===== src/rtl/mem_arbiter_if.sv =====
// Bundles the fetch, data and memory sides of the two-requester memory arbiter.
// The arbiter takes the slave view; the requesters and memory model take the master view.
interface mem_arbiter_if;
  logic        if_req;
  logic [31:0] if_addr;
  logic        if_ack;
  logic [31:0] if_rdata;
  logic        if_stall;

  logic        dm_ren;
  logic        dm_wen;
  logic [31:0] dm_addr;
  logic [31:0] dm_wdata;
  logic        dm_ack;
  logic [31:0] dm_rdata;
  logic        dm_stall;

  logic        mem_cs;
  logic        mem_we;
  logic [31:0] mem_addr;
  logic [31:0] mem_din;
  logic [31:0] mem_dout;
  logic        mem_ack;
  logic        mem_err;

  modport slave (
    input  if_req, if_addr, dm_ren, dm_wen, dm_addr, dm_wdata, mem_dout, mem_ack,
    output if_ack, if_rdata, if_stall, dm_ack, dm_rdata, dm_stall,
           mem_cs, mem_we, mem_addr, mem_din, mem_err
  );

  modport master (
    output if_req, if_addr, dm_ren, dm_wen, dm_addr, dm_wdata, mem_dout, mem_ack,
    input  if_ack, if_rdata, if_stall, dm_ack, dm_rdata, dm_stall,
           mem_cs, mem_we, mem_addr, mem_din, mem_err
  );
endinterface


===== src/rtl/mem_arbiter.sv =====
// Round-robin arbiter sharing one memory port between instruction fetch and data access,
// with a watchdog that aborts an access the memory never acknowledges.
module mem_arbiter #(
  parameter int unsigned TIMEOUT = 15
) (
  input  logic          clk,
  input  logic          rst,
  mem_arbiter_if.slave  bus
);

  typedef enum logic [1:0] {StIdle, StIfAcc, StDmAcc, StDone} state_e;

  state_e      state_q, state_d;
  logic        grant_dm_q, grant_dm_d;  // last grant: 1 = data side, 0 = fetch side
  logic [3:0]  cnt_q, cnt_d;
  logic [31:0] addr_q, addr_d;
  logic [31:0] wdata_q, wdata_d;
  logic        we_q, we_d;
  logic        err_q, err_d;
  logic [31:0] if_rdata_q, if_rdata_d;
  logic [31:0] dm_rdata_q, dm_rdata_d;

  logic        dm_pend;
  logic        if_pend;
  logic        in_acc;
  logic        in_done;
  logic        finish;
  logic [31:0] cap_val;

  assign dm_pend = bus.dm_ren | bus.dm_wen;
  assign if_pend = bus.if_req;
  assign in_acc  = (state_q == StIfAcc) || (state_q == StDmAcc);
  assign in_done = (state_q == StDone);

  always_comb begin
    state_d    = state_q;
    grant_dm_d = grant_dm_q;
    cnt_d      = cnt_q;
    addr_d     = addr_q;
    wdata_d    = wdata_q;
    we_d       = we_q;
    err_d      = err_q;
    if_rdata_d = if_rdata_q;
    dm_rdata_d = dm_rdata_q;
    finish     = 1'b0;
    cap_val    = 32'h0;

    unique case (state_q)
      StIdle: begin
        if (dm_pend && (!if_pend || !grant_dm_q)) begin
          state_d    = StDmAcc;
          grant_dm_d = 1'b1;
          cnt_d      = 4'd0;
          addr_d     = bus.dm_addr;
          wdata_d    = bus.dm_wdata;
          we_d       = bus.dm_wen;
        end else if (if_pend) begin
          state_d    = StIfAcc;
          grant_dm_d = 1'b0;
          cnt_d      = 4'd0;
          addr_d     = bus.if_addr;
          wdata_d    = 32'h0;
          we_d       = 1'b0;
        end
      end
      StIfAcc, StDmAcc: begin
        // A memory ack on the final watchdog cycle still wins over the abort.
        if (bus.mem_ack) begin
          finish  = 1'b1;
          err_d   = 1'b0;
          cap_val = bus.mem_dout;
        end else begin
          cnt_d = cnt_q + 4'd1;
          if (cnt_d == 4'(TIMEOUT)) begin
            finish  = 1'b1;
            err_d   = 1'b1;
            cap_val = 32'h0;
          end
        end
        if (finish) begin
          state_d = StDone;
          if (state_q == StIfAcc) begin
            if_rdata_d = cap_val;
          end else if (!we_q) begin
            dm_rdata_d = cap_val;
          end
        end
      end
      StDone: begin
        state_d = StIdle;
      end
      default: begin
        state_d = StIdle;
      end
    endcase
  end

  always_ff @(posedge clk) begin
    if (rst) begin
      state_q    <= StIdle;
      grant_dm_q <= 1'b0;
      cnt_q      <= 4'd0;
      addr_q     <= 32'h0;
      wdata_q    <= 32'h0;
      we_q       <= 1'b0;
      err_q      <= 1'b0;
      if_rdata_q <= 32'h0;
      dm_rdata_q <= 32'h0;
    end else begin
      state_q    <= state_d;
      grant_dm_q <= grant_dm_d;
      cnt_q      <= cnt_d;
      addr_q     <= addr_d;
      wdata_q    <= wdata_d;
      we_q       <= we_d;
      err_q      <= err_d;
      if_rdata_q <= if_rdata_d;
      dm_rdata_q <= dm_rdata_d;
    end
  end

  assign bus.mem_cs   = in_acc;
  assign bus.mem_we   = (state_q == StDmAcc) & we_q;
  assign bus.mem_addr = addr_q;
  assign bus.mem_din  = wdata_q;
  assign bus.mem_err  = in_done & err_q;
  assign bus.if_ack   = in_done & ~grant_dm_q;
  assign bus.dm_ack   = in_done & grant_dm_q;
  assign bus.if_rdata = if_rdata_q;
  assign bus.dm_rdata = dm_rdata_q;
  assign bus.if_stall = bus.if_req & ~bus.if_ack;
  assign bus.dm_stall = dm_pend & ~bus.dm_ack;

endmodule


===== src/flat_wrapper.sv =====
// flat-port wrapper written by rule: the top's interface ports become plain ports
module mem_arbiter_flat 
#(
  parameter int unsigned TIMEOUT = 15
)
  (clk, rst, bus_if_req, bus_if_addr, bus_dm_ren, bus_dm_wen, bus_dm_addr, bus_dm_wdata, bus_mem_dout, bus_mem_ack, bus_if_ack, bus_if_rdata, bus_if_stall, bus_dm_ack, bus_dm_rdata, bus_dm_stall, bus_mem_cs, bus_mem_we, bus_mem_addr, bus_mem_din, bus_mem_err);
  mem_arbiter_if bus_i ();
  input  logic clk;
  input  logic rst;
  input wire logic [$bits(bus_i.if_req)-1:0] bus_if_req;
  input wire logic [$bits(bus_i.if_addr)-1:0] bus_if_addr;
  input wire logic [$bits(bus_i.dm_ren)-1:0] bus_dm_ren;
  input wire logic [$bits(bus_i.dm_wen)-1:0] bus_dm_wen;
  input wire logic [$bits(bus_i.dm_addr)-1:0] bus_dm_addr;
  input wire logic [$bits(bus_i.dm_wdata)-1:0] bus_dm_wdata;
  input wire logic [$bits(bus_i.mem_dout)-1:0] bus_mem_dout;
  input wire logic [$bits(bus_i.mem_ack)-1:0] bus_mem_ack;
  output wire logic [$bits(bus_i.if_ack)-1:0] bus_if_ack;
  output wire logic [$bits(bus_i.if_rdata)-1:0] bus_if_rdata;
  output wire logic [$bits(bus_i.if_stall)-1:0] bus_if_stall;
  output wire logic [$bits(bus_i.dm_ack)-1:0] bus_dm_ack;
  output wire logic [$bits(bus_i.dm_rdata)-1:0] bus_dm_rdata;
  output wire logic [$bits(bus_i.dm_stall)-1:0] bus_dm_stall;
  output wire logic [$bits(bus_i.mem_cs)-1:0] bus_mem_cs;
  output wire logic [$bits(bus_i.mem_we)-1:0] bus_mem_we;
  output wire logic [$bits(bus_i.mem_addr)-1:0] bus_mem_addr;
  output wire logic [$bits(bus_i.mem_din)-1:0] bus_mem_din;
  output wire logic [$bits(bus_i.mem_err)-1:0] bus_mem_err;
  assign bus_i.if_req = bus_if_req;
  assign bus_i.if_addr = bus_if_addr;
  assign bus_i.dm_ren = bus_dm_ren;
  assign bus_i.dm_wen = bus_dm_wen;
  assign bus_i.dm_addr = bus_dm_addr;
  assign bus_i.dm_wdata = bus_dm_wdata;
  assign bus_i.mem_dout = bus_mem_dout;
  assign bus_i.mem_ack = bus_mem_ack;
  assign bus_if_ack = bus_i.if_ack;
  assign bus_if_rdata = bus_i.if_rdata;
  assign bus_if_stall = bus_i.if_stall;
  assign bus_dm_ack = bus_i.dm_ack;
  assign bus_dm_rdata = bus_i.dm_rdata;
  assign bus_dm_stall = bus_i.dm_stall;
  assign bus_mem_cs = bus_i.mem_cs;
  assign bus_mem_we = bus_i.mem_we;
  assign bus_mem_addr = bus_i.mem_addr;
  assign bus_mem_din = bus_i.mem_din;
  assign bus_mem_err = bus_i.mem_err;
  mem_arbiter #(.TIMEOUT(TIMEOUT)) u_core (.clk(clk), .rst(rst), .bus(bus_i));
endmodule

===== config.mk =====
export PLATFORM = sky130hd
export DESIGN_NAME = mem_arbiter_flat
export DESIGN_NICKNAME = d
export VERILOG_FILES = /design/src/rtl/mem_arbiter_if.sv /design/src/rtl/mem_arbiter.sv /design/src/flat_wrapper.sv
export SDC_FILE = /design/constraint.sdc
export NUM_CORES = 1
export LEC_CHECK = 0
export BUFFER_PORTS_ARGS = -buffer_cell sky130_fd_sc_hd__buf_2
export CORE_MARGIN = 4
export CORE_UTILIZATION = 45
export DETAILED_ROUTE_END_ITERATION = 10
export PLACE_DENSITY = 0.77
export SLEW_MARGIN = 25
export SYNTH_ARGS = -nofsm -noshare
export SYNTH_HDL_FRONTEND = slang
export SYNTH_SLANG_ARGS = --single-unit

===== constraint.sdc =====
create_clock -name clk -period 2.6 [get_ports clk]
set_clock_uncertainty 0.05 [all_clocks]
set_input_delay 0.52 -clock clk [delete_from_list [all_inputs] [get_ports clk]]
set_output_delay 0.52 -clock clk [all_outputs]
set_load 0.01 [all_outputs]

==> reports/metrics.cfg <==
[status]
outcome=finished clean

[cts]
hold_buffers=0
clkLatencyLatePin_ps=410
numClockSinks=137
path_clk_slew_ps=60
root_buffer=clkbuf_16
clockBufferDepth=2
postCtsSetupRepairBufs=0
post_cts_resized=0
numCtsBuffers=17
htreeDepth=4
cts_tree=built

[synthesis]
synth_warnings=0
async_reset_ff_frac=0
synthTopCellsByCount=dfxtp_1, nor2_1, inv_1
synth_cells=703
synth_seq_cells=137
syn_area_sq_mm=0.00609
synth_area_leader_cell=dfxtp_1
synthFlopType=dfxtp_1
synth_edf_count=0
yosysUniqueCellTypes=34
synth_most_common_cell=dfxtp_1
yosys.area.top_type_share=0.451
ys_seq_area_frac=0.451
synthTopCellsByArea=dfxtp_1, o41ai_1, nor2_1
synthesis.nets=844
syn_avg_cell_area_sq_um=8.66

[power_and_ir_drop]
powerDensity_mw_per_mm2=1060
seqPwrFrac=0.358
p_comb_frac=0.342
p_int_mw=5.54
swShare=0.359
ir_drop_v=0.000666
switchingPower_mw=3.10
p_leak_nw=3.79
clkPwrFrac=0.300

[floorplanning]
core_area_sq_mm=0.0132
die_height_microns=124
row_count=42
start_util=0.460
fp.dieArea_sq_mm=0.0154
io_pins=269
chipWidth_microns=124

[routing]
drt-total-wl_microns=18900
drt-pass1-iter-count=5
wl_per_cell_microns=16.8
drc=0
dr.first_iter.drc_count=665
final_antenna_net_count=0
via_per_inst=5.48
num_vias=6159

[critical_path]
reg2reg_depth=7
end_kind=flop
r2r_end=u_core.bus.dm_rdata[25]$_SDFFE_PP0P_
critPathKind=reg2reg
path_max_fanout=25
timing.rr.start=u_core.state_q[0]$_SDFFE_PP0P_
start_kind=flop
cp.required_ps=2850
rrSetupSlack_ps=360
cp_data_arrival_time_ps=2490

[place]
dpl.hpwl_microns=13300
gp_congestion=0.848
pre_cts_slack_ps=401
io_buffer_count=268
dpl_cell_area_sq_mm=0.00750

[timing]
fmax_mhz=446
min_period_ps=2240
finalWorstSetupSlack_ps=360
rsz0062_at_grt=false
hold_viol=0
relSlewSlack=0.505
fin_setup_tns_ps=0
slew_violations=0
setup_viol=0
tightest_slew_ps=742
finalCritPeriodShare=0.862

[grt]
busiest_layer=met2
met2_usage=0.366
grt_antenna_before_repair=1
grt_pass1_vias=5734
grt_pass1_wl_microns=29800
gr-total-overflow=0
grtUsageMet1=0.295
grtUsageTotal=0.236
grt_max_degree=90
grt_use_met3=0.0759

[final_layout]
drive_gt1_frac=0.339
fin_area_sq_mm=0.00814
fillers=1210
syn_to_final_growth_pct=33.8
multi_input_area_sq_mm=0.00280
fin_nets=1075
seq_area_sq_mm=0.00274

[run]
cap_violations=0

[min_path]
worstHoldStart=bus_mem_dout[25]
hold_depth=3
holdPathEnd=u_core.bus.if_rdata[25]$_SDFFE_PP0P_
hold_path_class=in2reg

power groups by stage:
stage	Sequential (mW)	Combinational [mW]	Clock [mW]
detailed placement	3.12	2.97	0
global placement	3.11	2.91	0
finish	3.09	2.95	2.59
CTS	3.09	2.98	2.64
global route	3.17	3.26	2.75
floorplan	3.35	1.61	0
sequential cells by signal (all words and copies together), names as in the netlist:
| signal | count |
|---|---|
| u_core.bus.dm_rdata | 32 |
| u_core.bus.if_rdata | 32 |
| u_core.bus.mem_addr | 32 |
| u_core.bus.mem_din | 32 |
| u_core.cnt_q | 4 |
| u_core.state_q | 2 |
| u_core.err_q | 1 |
| u_core.grant_dm_q | 1 |
| u_core.we_q | 1 |
layer usage:
| layer | vias up | part of all wire |
|---|---|---|
| met5 | - | 0 |
| met4 | 0 | 0.038 |
| met3 | 40 | 0.083 |
| met2 | 284 | 0.46 |
| met1 | 2800 | 0.42 |
| li1 | 3035 | - |
through the flow:
| stage | hold WS, ps | util | total power [mW] | instances |
|---|---|---|---|---|
| after detailed placement | 415 | 0.566 | 6.09 | 1091 |
| final | 288 | 0.615 | 8.63 | 1124 |
| after floorplan | 410 | - | 4.96 | 703 |
| after CTS | 266 | 0.615 | 8.71 | 1123 |
| after global placement | 414 | 0.566 | 6.02 | 1091 |
| after global routing | 262 | 0.615 | 9.18 | 1124 |
logic make-up (layout without fill, tap and decap cells):
kind of cell | after synthesis | after routing | share of synthesized area
muxes | 34 | 34 | 0.0559
AOI/OAI and AO/OA | 210 | 210 | 0.265
and+or+nand+nor | 175 | 175 | 0.120
adders and majority gates | 7 | 7 | 0.0144
other | 0 | 1 | 0
DFF | 137 | 137 | 0.451
buffers and inverters | 140 | 384 | 0.0937
worst max-delay path, cell delays in order (launching register included):
cell and delay [ps]:
dfxtp_1 370, inv_1 110, ha_1 460, or3b_1 400, nand2b_4 300, nor2_4 260
a32oi_1 90, o41ai_1 90
placed cells by master (no fill, tap or decap), types with 2 or more instances in the layout:
| master | instances |
|---|---|
| inv_1 | 69 |
| a211oi_1 | 33 |
| mux2i_1 | 34 |
| nor3_1 | 2 |
| a31oi_1 | 49 |
| o21ai_0 | 2 |
| a32oi_1 | 16 |
| nor2b_4 | 2 |
| a21oi_1 | 4 |
| clkinv_4 | 3 |
| a22oi_1 | 35 |
| buf_4 | 13 |
| inv_6 | 2 |
| clkbuf_8 | 2 |
| nand2_1 | 30 |
| a311oi_1 | 2 |
| nand2b_1 | 4 |
| ha_1 | 7 |
| nor2_1 | 121 |
| buf_12 | 2 |
| dfxtp_1 | 137 |
| buf_2 | 267 |
| nor3b_1 | 2 |
| and2_1 | 5 |
| clkinvlp_4 | 3 |
| and3_1 | 2 |
| bufinv_16 | 4 |
| clkbuf_16 | 17 |
| nor2b_1 | 2 |
| o41ai_1 | 64 |
how the worst max path moves through the flow:
stage                                        start                              endpoint  slack [ps]  cells after the start
floorplan           u_core.state_q[1]$_SDFFE_PP0P_  u_core.bus.dm_rdata[17]$_SDFFE_PP0P_         480                     11
global placement                        bus_dm_wen   u_core.bus.mem_din[15]$_SDFFE_PP0P_         460                      6
detailed placement  u_core.state_q[1]$_SDFFE_PP0P_  u_core.bus.dm_rdata[25]$_SDFFE_PP0P_         400                      7
CTS                 u_core.state_q[1]$_SDFFE_PP0P_  u_core.bus.dm_rdata[25]$_SDFFE_PP0P_         380                      7
global route        u_core.state_q[1]$_SDFFE_PP0P_  u_core.bus.dm_rdata[25]$_SDFFE_PP0P_         190                      7
finish              u_core.state_q[0]$_SDFFE_PP0P_  u_core.bus.dm_rdata[25]$_SDFFE_PP0P_         360                      7
cell type report:
| cell class | instances | area share |
|---|---|---|
| multi-input cells | 426 | 0.343 |
| diodes | 1 | 0.000307 |
| clock inverters | 13 | 0.0235 |
| flip-flops and latches | 137 | 0.337 |
| inverters | 70 | 0.0323 |
| well taps | 176 | 0.0270 |
| clock buffers | 19 | 0.0556 |
| repair buffers | 282 | 0.181 |
(Power assumes the default switching activity.)
